$ cat src/rtl/ex_logic_pkg.sv
// Shared op codes, FSM states and shift helpers for the EX logic/compare/shift unit.
// Defining LOGIC_ROTATE_EN turns LOP_ROTR into a real rotate; otherwise it decodes as undefined.
package ex_logic_pkg;

  localparam logic [3:0] LOP_OR   = 4'd0;
  localparam logic [3:0] LOP_AND  = 4'd1;
  localparam logic [3:0] LOP_XOR  = 4'd2;
  localparam logic [3:0] LOP_NOR  = 4'd3;
  localparam logic [3:0] LOP_PASS = 4'd4;
  localparam logic [3:0] LOP_SLT  = 4'd5;
  localparam logic [3:0] LOP_SLTU = 4'd6;
  localparam logic [3:0] LOP_SLL  = 4'd7;
  localparam logic [3:0] LOP_SRL  = 4'd8;
  localparam logic [3:0] LOP_SRA  = 4'd9;
  localparam logic [3:0] LOP_ROTR = 4'd10;

  typedef enum logic [1:0] {
    ST_IDLE  = 2'd0,
    ST_SHIFT = 2'd1,
    ST_DONE  = 2'd2
  } state_e;

  typedef enum logic [1:0] {
    SM_SLL  = 2'd0,
    SM_SRL  = 2'd1,
    SM_SRA  = 2'd2,
    SM_ROTR = 2'd3
  } shift_mode_e;

  function automatic logic is_shift_op(input logic [3:0] op);
`ifdef LOGIC_ROTATE_EN
    return (op == LOP_SLL) || (op == LOP_SRL) || (op == LOP_SRA) || (op == LOP_ROTR);
`else
    return (op == LOP_SLL) || (op == LOP_SRL) || (op == LOP_SRA);
`endif
  endfunction

  function automatic shift_mode_e shift_mode_of(input logic [3:0] op);
    shift_mode_e m;
    case (op)
      LOP_SLL: m = SM_SLL;
      LOP_SRL: m = SM_SRL;
      LOP_SRA: m = SM_SRA;
      default: m = SM_ROTR;
    endcase
    return m;
  endfunction

  // Bits needed for one bounded step amount: min(SHIFT_STEP, DATA_WIDTH-1).
  function automatic int step_amt_width(input int dw, input int ss);
    return (ss >= dw) ? $clog2(dw) : $clog2(ss) + 1;
  endfunction

endpackage

$ cat src/rtl/logic_shift_step.sv
// One bounded shift/rotate step: a small barrel whose stage count only covers
// amounts up to SHIFT_STEP, so the unit iterates instead of shifting in one go.
module logic_shift_step
  import ex_logic_pkg::*;
#(
  parameter int DATA_WIDTH = 32,
  parameter int SHIFT_STEP = 8,
  localparam int STW = step_amt_width(DATA_WIDTH, SHIFT_STEP)
) (
  input  logic [DATA_WIDTH-1:0] in_value,
  input  logic [STW-1:0]        amt,
  input  shift_mode_e           mode,
  input  logic                  fill,
  output logic [DATA_WIDTH-1:0] out_value
);

  localparam logic [DATA_WIDTH-1:0] ONES = '1;

  logic [DATA_WIDTH-1:0] stage_v [STW+1];

  assign stage_v[0] = in_value;

  for (genvar gi = 0; gi < STW; gi++) begin : g_stage
    localparam int S = 1 << gi;
    logic [DATA_WIDTH-1:0] sl, sr, sa, ro;

    assign sl = stage_v[gi] << S;
    assign sr = stage_v[gi] >> S;
    assign sa = fill ? (sr | ~(ONES >> S)) : sr;
    assign ro = sr | (stage_v[gi] << (DATA_WIDTH - S));

    assign stage_v[gi+1] = !amt[gi]          ? stage_v[gi] :
                           (mode == SM_SLL)  ? sl :
                           (mode == SM_SRL)  ? sr :
                           (mode == SM_SRA)  ? sa : ro;
  end

  assign out_value = stage_v[STW];

endmodule

$ cat src/rtl/ex_logic_shift_unit.sv
// EX-stage logic/compare/shift unit: single-cycle bitwise/compare ops, iterative shifts.
// Build with LOGIC_ROTATE_EN to add LOP_ROTR (rotate right by shamt).
module ex_logic_shift_unit
  import ex_logic_pkg::*;
#(
  parameter int DATA_WIDTH = 32,
  parameter int SHIFT_STEP = 8,
  localparam int SHW = $clog2(DATA_WIDTH)
) (
  input  logic                  clk,
  input  logic                  rst_n,
  input  logic                  flush,
  input  logic                  in_valid,
  output logic                  in_ready,
  input  logic [3:0]            in_op,
  input  logic [DATA_WIDTH-1:0] in_a,
  input  logic [DATA_WIDTH-1:0] in_b,
  input  logic [SHW-1:0]        in_shamt,
  output logic                  out_valid,
  input  logic                  out_ready,
  output logic [DATA_WIDTH-1:0] out_result,
  output logic                  busy
);

  localparam int STW = step_amt_width(DATA_WIDTH, SHIFT_STEP);
  localparam logic [SHW:0] STEP_W = (SHW+1)'(SHIFT_STEP);

  state_e                state_q, state_d;
  logic [SHW-1:0]        rem_q, rem_d;
  logic [DATA_WIDTH-1:0] acc_q, acc_d;
  shift_mode_e           mode_q, mode_d;
  logic                  fill_q, fill_d;
  logic [DATA_WIDTH-1:0] result_q, result_d;

  logic                  accept;
  logic [SHW-1:0]        step_rem;
  logic [DATA_WIDTH-1:0] step_out;
  logic [DATA_WIDTH-1:0] imm_result;
  logic [DATA_WIDTH-1:0] diff;
  logic                  slt_bit;

  assign in_ready   = !flush && ((state_q == ST_IDLE) || ((state_q == ST_DONE) && out_ready));
  assign accept     = in_valid && in_ready;
  assign out_valid  = (state_q == ST_DONE);
  assign busy       = (state_q != ST_IDLE);
  assign out_result = result_q;

  // When rem exceeds SHIFT_STEP, SHIFT_STEP itself is < DATA_WIDTH and fits in SHW bits.
  assign step_rem = ({1'b0, rem_q} > STEP_W) ? STEP_W[SHW-1:0] : rem_q;

  logic_shift_step #(
    .DATA_WIDTH (DATA_WIDTH),
    .SHIFT_STEP (SHIFT_STEP)
  ) u_step (
    .in_value  (acc_q),
    .amt       (step_rem[STW-1:0]),
    .mode      (mode_q),
    .fill      (fill_q),
    .out_value (step_out)
  );

  // Differing signs decide SLT directly, so the subtract MSB is only trusted when it cannot overflow.
  always_comb begin
    diff       = in_a - in_b;
    slt_bit    = (in_a[DATA_WIDTH-1] ^ in_b[DATA_WIDTH-1]) ? in_a[DATA_WIDTH-1] : diff[DATA_WIDTH-1];
    imm_result = '0;
    case (in_op)
      LOP_OR:   imm_result = in_a | in_b;
      LOP_AND:  imm_result = in_a & in_b;
      LOP_XOR:  imm_result = in_a ^ in_b;
      LOP_NOR:  imm_result = ~(in_a | in_b);
      LOP_PASS: imm_result = in_a | in_b;
      LOP_SLT:  imm_result = {{(DATA_WIDTH-1){1'b0}}, slt_bit};
      LOP_SLTU: imm_result = {{(DATA_WIDTH-1){1'b0}}, (in_a < in_b)};
      LOP_SLL, LOP_SRL, LOP_SRA: imm_result = in_b;
`ifdef LOGIC_ROTATE_EN
      LOP_ROTR: imm_result = in_b;
`endif
      default:  imm_result = '0;
    endcase
  end

  always_comb begin
    state_d  = state_q;
    rem_d    = rem_q;
    acc_d    = acc_q;
    mode_d   = mode_q;
    fill_d   = fill_q;
    result_d = result_q;
    unique case (state_q)
      ST_SHIFT: begin
        acc_d = step_out;
        rem_d = rem_q - step_rem;
        if (rem_d == '0) begin
          state_d  = ST_DONE;
          result_d = step_out;
        end
      end
      ST_DONE: if (out_ready) state_d = ST_IDLE;
      default: ;
    endcase
    if (accept) begin
      if (is_shift_op(in_op) && (in_shamt != '0)) begin
        state_d = ST_SHIFT;
        rem_d   = in_shamt;
        acc_d   = in_b;
        mode_d  = shift_mode_of(in_op);
        fill_d  = in_b[DATA_WIDTH-1];
      end else begin
        state_d  = ST_DONE;
        result_d = imm_result;
      end
    end
    if (flush) begin
      state_d  = ST_IDLE;
      result_d = result_q;
    end
  end

  always_ff @(posedge clk or negedge rst_n) begin
    if (!rst_n) begin
      state_q  <= ST_IDLE;
      rem_q    <= '0;
      acc_q    <= '0;
      mode_q   <= SM_SLL;
      fill_q   <= 1'b0;
      result_q <= '0;
    end else begin
      state_q  <= state_d;
      rem_q    <= rem_d;
      acc_q    <= acc_d;
      mode_q   <= mode_d;
      fill_q   <= fill_d;
      result_q <= result_d;
    end
  end

endmodule

$ cat config.mk
export PLATFORM = sky130hd
export DESIGN_NAME = ex_logic_shift_unit
export DESIGN_NICKNAME = d
export VERILOG_FILES = /design/src/rtl/ex_logic_pkg.sv /design/src/rtl/logic_shift_step.sv /design/src/rtl/ex_logic_shift_unit.sv
export SDC_FILE = /design/constraint.sdc
export NUM_CORES = 1
export LEC_CHECK = 0
export CAP_MARGIN = 20
export CORE_MARGIN = 4
export CORE_UTILIZATION = 45
export CTS_BUF_LIST = sky130_fd_sc_hd__clkbuf_16
export DETAILED_ROUTE_END_ITERATION = 10
export PLACE_DENSITY = 0.67
export SYNTH_ARGS = -nofsm -noshare
export SYNTH_HDL_FRONTEND = slang
export SYNTH_SLANG_ARGS = --single-unit
$ cat constraint.sdc
create_clock -name clk -period 3.6 [get_ports clk]
set_input_delay 0.72 -clock clk [delete_from_list [all_inputs] [get_ports clk]]
set_output_delay 0.72 -clock clk [all_outputs]
set_load 0.02 [all_outputs]
* After elaboration in Yosys (flattened, before gate mapping)
Cells that the tools add are included.
** Operators by class
- Add/sub/neg operators :: 2
- Order comparisons :: 2
- Equality and inequality tests :: 15
- Multiplexer cells :: 40
- Bitwise logic cells :: 9
- Reductions and logical operators :: 19
** Operators with widths (count)
- two-way mux 32 bit :: 27
- one-hot mux 32 bit (7 select lines) :: 1
- bitwise AND 32 bit :: 1
- < comparator 32 bit :: 1
- NOT 32 bit :: 1
- bitwise OR 24 x 32 -> 32 bit :: 1
- bitwise OR 28 x 32 -> 32 bit :: 1
- bitwise OR 30 x 32 -> 32 bit :: 1
- bitwise OR 31 x 32 -> 32 bit :: 1
- bitwise OR 32 bit :: 1
- subtractor 32 bit :: 1
- bitwise XOR 32 bit :: 1
- two-way mux 5 bit :: 4
- equality test 4 x 3 -> 1 bit (second input constant) :: 4
- two-way mux 2 bit :: 5
- equality test 4 x 2 -> 1 bit (second input constant) :: 2
- equality test 4 bit (second input constant) :: 2
- one-hot mux 2 bit (3 select lines) :: 1
- greater-than comparator 5 x 4 -> 1 bit (second input constant) :: 1
- logical NOT 5 bit :: 1
- nonzero test 5 bit :: 1
- subtractor 5 bit :: 1
- equality test 2 x 1 -> 1 bit (second input constant) :: 2
- equality test 2 bit (second input constant) :: 2
- 17 further kinds :: 23
** Word-level totals
- Bits in registers :: 74
- Input port bits :: 78
- Output and inout port bits :: 35
- Word-level logic and storage cells :: 93

* Depth between registers and ports, before layout
- Depth in word-level cells :: 24
- Depth in mapped cells :: 16
- Mapped depth without buffers :: 16

* Modules after synthesis
From an unflattened synthesis, not the netlist that was laid out.
** Unflattened totals
- Cells, all modules :: 1375
- Area total of the unflattened synthesis :: 10597.7 um2
** Modules (own cells, without submodules)
- ex_logic_shift_unit :: times used 1, cells each 740, area an instance 6323.6 um2, sequential area each 1851.8 um2
- logic_shift_step :: times used 1, cells each 635, area an instance 4274.1 um2, sequential area each 0.0 um2

* Worst setup path after synthesis
No wires, ideal clock.
- Kind :: in2reg
- Start point :: input port in_b[22]
- End point :: register result_q[0] (netlist: out_result[0])
- Library setup time :: 138 ps
- Arrival time :: 2965 ps
- Required time :: 3462 ps
- Setup slack :: 497 ps
- Stages on the path :: 14
- Path buffers :: 0
- Path through :: inv_1 ha_1 nor4_1 o2111a_1 o211ai_1 and3_1 fa_1 mux2i_1 o32a_1 nor2_1 a211oi_1 nor2_1 a21oi_1 o221ai_1
** Between the ends
- Cells in the longest elaborated chain, start to end :: 5
- Elaborated cells on any way between the ends :: 6
- Those cells by class :: add/sub: 1; order compare: 1; mux: 4
** RTL lines
- start: declaration :: line ex_logic_shift_unit.sv:17 : input logic [DATA_WIDTH-1:0] in_b,
- subtractor 32 bit :: line ex_logic_shift_unit.sv:64 : diff = in_a - in_b;
- two-way mux 1 bit :: line ex_logic_shift_unit.sv:65 : slt_bit = (in_a[DATA_WIDTH-1] ^ in_b[DATA_WIDTH-1]) ? in_a[DATA_WIDTH-1] : diff[DATA_WIDTH-1];
- one-hot mux 32 bit (7 select lines) * :: line ex_logic_shift_unit.sv:67 : case (in_op)
- two-way mux 32 bit * :: line ex_logic_shift_unit.sv:103 : if (is_shift_op(in_op) && (in_shamt != '0)) begin
- two-way mux 32 bit * :: line ex_logic_shift_unit.sv:102 : if (accept) begin
- end signal: assignment :: line ex_logic_shift_unit.sv:134 : result_q <= result_d;
- end: declaration :: line ex_logic_shift_unit.sv:33 : logic [DATA_WIDTH-1:0] result_q, result_d;
Every way passes the cells marked *; elsewhere a longest branch is shown, timed or not.
A chain may end at the register's enable or synchronous reset.

* Final worst setup path
- Start point :: input port in_b[19]
- End point :: register result_q[0] (netlist: out_result[0])
The elaborated chain is that of the path after synthesis.

==> out/qor.yml <==
status:
  status: "complete, no violations"
hold_path:
  min_path_type: "reg2reg"
  hold_start: "out_result[30]$_DFFE_PN0N_"
routing:
  viasPerCell: 6.49
  drc: 0
  avgRoutedWirePerCell_um: 23.2
  drt_wl_total_um: 39700
  first_iter_violations: 1679
  vias: 11100
  dr.pass1.iters: 9
  drtAntennaViolNets: 0
timing:
  fin_setup_tns_ns: 0
  fmax_ghz: 0.290
  setup_viol: 0
  holdWs_ns: 0.484
  relSlewSlack: 0.326
  finalHoldViolCount: 0
  period_share: 0.957
  skew_ns: 0.0131
  slew_violations: 0
  period_minus_slack_ns: 3.45
  worst_slew_pin_slew_ns: 1.01
run:
  maxCapViolCount: 0
yosys:
  synth_mux_area_frac: 0.0405
  syn_area_um2: 9390
  synth_compound_area_frac: 0.364
  syn_inst: 1253
  synth_seq_cells: 74
  synth.distinct_cells: 86
  synth.avg_cell_area_um2: 7.49
  ys.flop_type: "dfrtp_1"
  syn_nets: 1430
  synth-xor-area-share: 0
  yosysTopAreaCell: "dfrtp_1"
  synthAdderAreaFrac: 0.133
  synth_area_leaders: "dfrtp_1 20%, ha_1 13%, a21oi_1 7.1%"
  synth_common_cells: "145 x nand2_1, 133 x a21oi_1, 98 x ha_1, 97 x o21ai_0, 82 x inv_1"
  yosysWarnings: 0
  synth_top_family_by_area: "compound AO/OA/AOI/OAI gates"
  synth_edf_count: 0
  yosysMostFrequentCell: "nand2_1"
  netlist.area_leader.share: 0.197
  ys_seq_area_frac: 0.197
  yosys.area_share.simple: 0.173
  async_reset_ff_frac: 1.00
placement:
  place_hpwl_um: 29900
  placed_area_um2: 11800
  gp_congestion: 1.03
  io_buffers: 112
global_route:
  antenna_found_initial: 0
  track_usage: 0.321
  grt_pass1_vias: 10300
  grt_first_pass_wirelength_um: 60400
  grt_max_degree: 75
  overflow: 0
power:
  powerDensity_nw_per_um2: 693
  p_leak_nw: 5.37
  switching_share: 0.535
  intPower_w: 0.00393
  ir_drop_v: 0.000273
  finalPower_w: 0.00844
  p_comb_frac: 0.678
  p_sw_w: 0.00451
  pwr-share-clk: 0.101
  pwr-share-seq: 0.221
floorplan:
  start_util: 0.461
  die_h_um: 152
  rows: 52
  die_w_um: 152
  die_area_um2: 23200
  core_region_area_um2: 20400
  io_pins: 113
setup_path:
  critical_path_arrival_ns: 3.64
  critPathLaunchType: "input port"
  cp-end-kind: "register"
  rr_startpoint: "rem_q[3]$_DFF_PN0_"
  crit_required_ns: 3.80
  path_max_fanout: 2
  path_class: "in2reg"
  crit_start: "in_b[19]"
final_layout:
  antennaDiodeCount: 0
  drive_above_1_share: 0.182
  post-route-util: 0.598
  seqCellArea_um2: 1850
  fillers: 1857
  area_growth_pct: 29.8
  multi_input_area_um2: 6850
  fin_area_um2: 12200
  nets: 1616
clock_network:
  root_buffer: "clkbuf_16"
  insertion_delay_ns: 0.34
  htreeDepth: 3
  cts-buffers-inserted: 9
  clock_sinks: 74
  cts_tree: "yes"
  ctsHoldBuffers: 0
  path_clk_slew_ns: 0.07
  clock_path_buffers: 2
[cell type report]
class,count,area share
repair buffers,295,0.210
clock buffers,9,0.0185
clock inverters,7,0.00431
flip-flops and latches,74,0.152
multi-input cells,977,0.562
well taps,270,0.0277
inverters,82,0.0253
[power by group through the flow]
stage	sequential (W)	clock, W	combinational [W]
final	0.00187	0.000852	0.00572
after global routing	0.00189	0.000894	0.00605
after CTS	0.00181	0.000860	0.00550
after detailed placement	0.00182	0	0.00548
after global placement	0.00184	0	0.00551
after floorplan	0.00154	0	0.00347
[cells by family (layout without fill, tap and decap cells)]
kind of cell / Yosys count / count (layout)
other cells: 2 / 2
buf+inv: 202 / 393
mux: 27 / 27
fa+ha+maj: 99 / 99
flops: 74 / 74
compound gates: 506 / 506
simple gates: 343 / 343
[worst max-delay path, cell delays in order]
cell and delay (ns):
clkdlybuf4s50_1 0.49, inv_1 0.08, ha_4 0.23, nor4_2 0.29, buf_4 0.16, o2111a_1 0.19
o211ai_1 0.13, and3_1 0.20, fa_2 0.33, mux2i_1 0.13, o32a_1 0.14, nor2_1 0.04
a211oi_1 0.21, nor2_1 0.06, a21oi_1 0.12, o221ai_1 0.12
[path summary, 6_finish.rpt]
path	to	cells after the start	slack (ns)
hold / removal	out_result[30]$_DFFE_PN0N_	2	0.48
hold reg to reg	out_result[30]$_DFFE_PN0N_	2	0.48
max in group asynchronous	acc_q[2]$_DFF_PN0_	1	2.45
setup reg to reg	acc_q[14]$_DFF_PN0_	9	0.31
min in group asynchronous	rem_q[2]$_DFF_PN0_	1	0.50
setup / recovery	out_result[0]$_DFFE_PN0N_	16	0.15
[registers in the layout, indices dropped and copies added (netlist names)]
name and flops:
acc_q 32, rem_q 5, out_result 32, mode_q 2, fill_q 1, state_q 2
[layout by cell type (no fill, tap or decap), types with 6 or more instances in the layout]
cell | Yosys | routed
a32oi_1 | 6 | 6
nor2_1 | 63 | 60
a222oi_1 | 30 | 30
a211o_1 | 8 | 8
a221o_1 | 8 | 8
a221oi_1 | 6 | 6
mux4_2 | 6 | 6
a211oi_1 | 27 | 27
nand2b_1 | 8 | 8
inv_1 | 82 | 79
nand2_1 | 145 | 145
o21ai_1 | 15 | 16
o21a_1 | 18 | 18
and2_1 | 7 | 7
and3_1 | 12 | 11
nand3_1 | 36 | 36
clkbuf_16 | 0 | 9
o22ai_1 | 26 | 25
a22oi_1 | 13 | 13
nor3_1 | 22 | 17
a311oi_1 | 7 | 7
o211ai_1 | 20 | 20
buf_4 | 4 | 179
ha_4 | 0 | 6
dfrtp_1 | 74 | 74
o21ai_0 | 97 | 95
a21oi_1 | 133 | 129
mux2i_1 | 17 | 17
a31oi_1 | 19 | 19
clkdlybuf4s50_1 | 0 | 108
ha_1 | 98 | 92
o2bb2ai_1 | 6 | 6
o21bai_1 | 6 | 6
nor3b_1 | 9 | 9
[metal layers]
metal	wire length, µm	GRT usage
met1	16800	0.472
met2	17200	0.483
met3	4340	0.0534
met4	1380	0.100
met5	0	0
[what timing repair did]
action | 4_1_cts | 5_1_grt
resized for setup | 0 | 28
setup endpoints to repair | 0 | 1
setup buffers | 0 | 2
[per-stage QoR]
step / setup slack [ns] / std cells
floorplan: 0.497 / 1253
global placement: -0.204 / 1696
detailed placement: -0.327 / 1696
CTS: 0.0278 / 1712
global route: -0.0837 / 1714
finish: 0.155 / 1714
(Power assumes the default switching activity.)
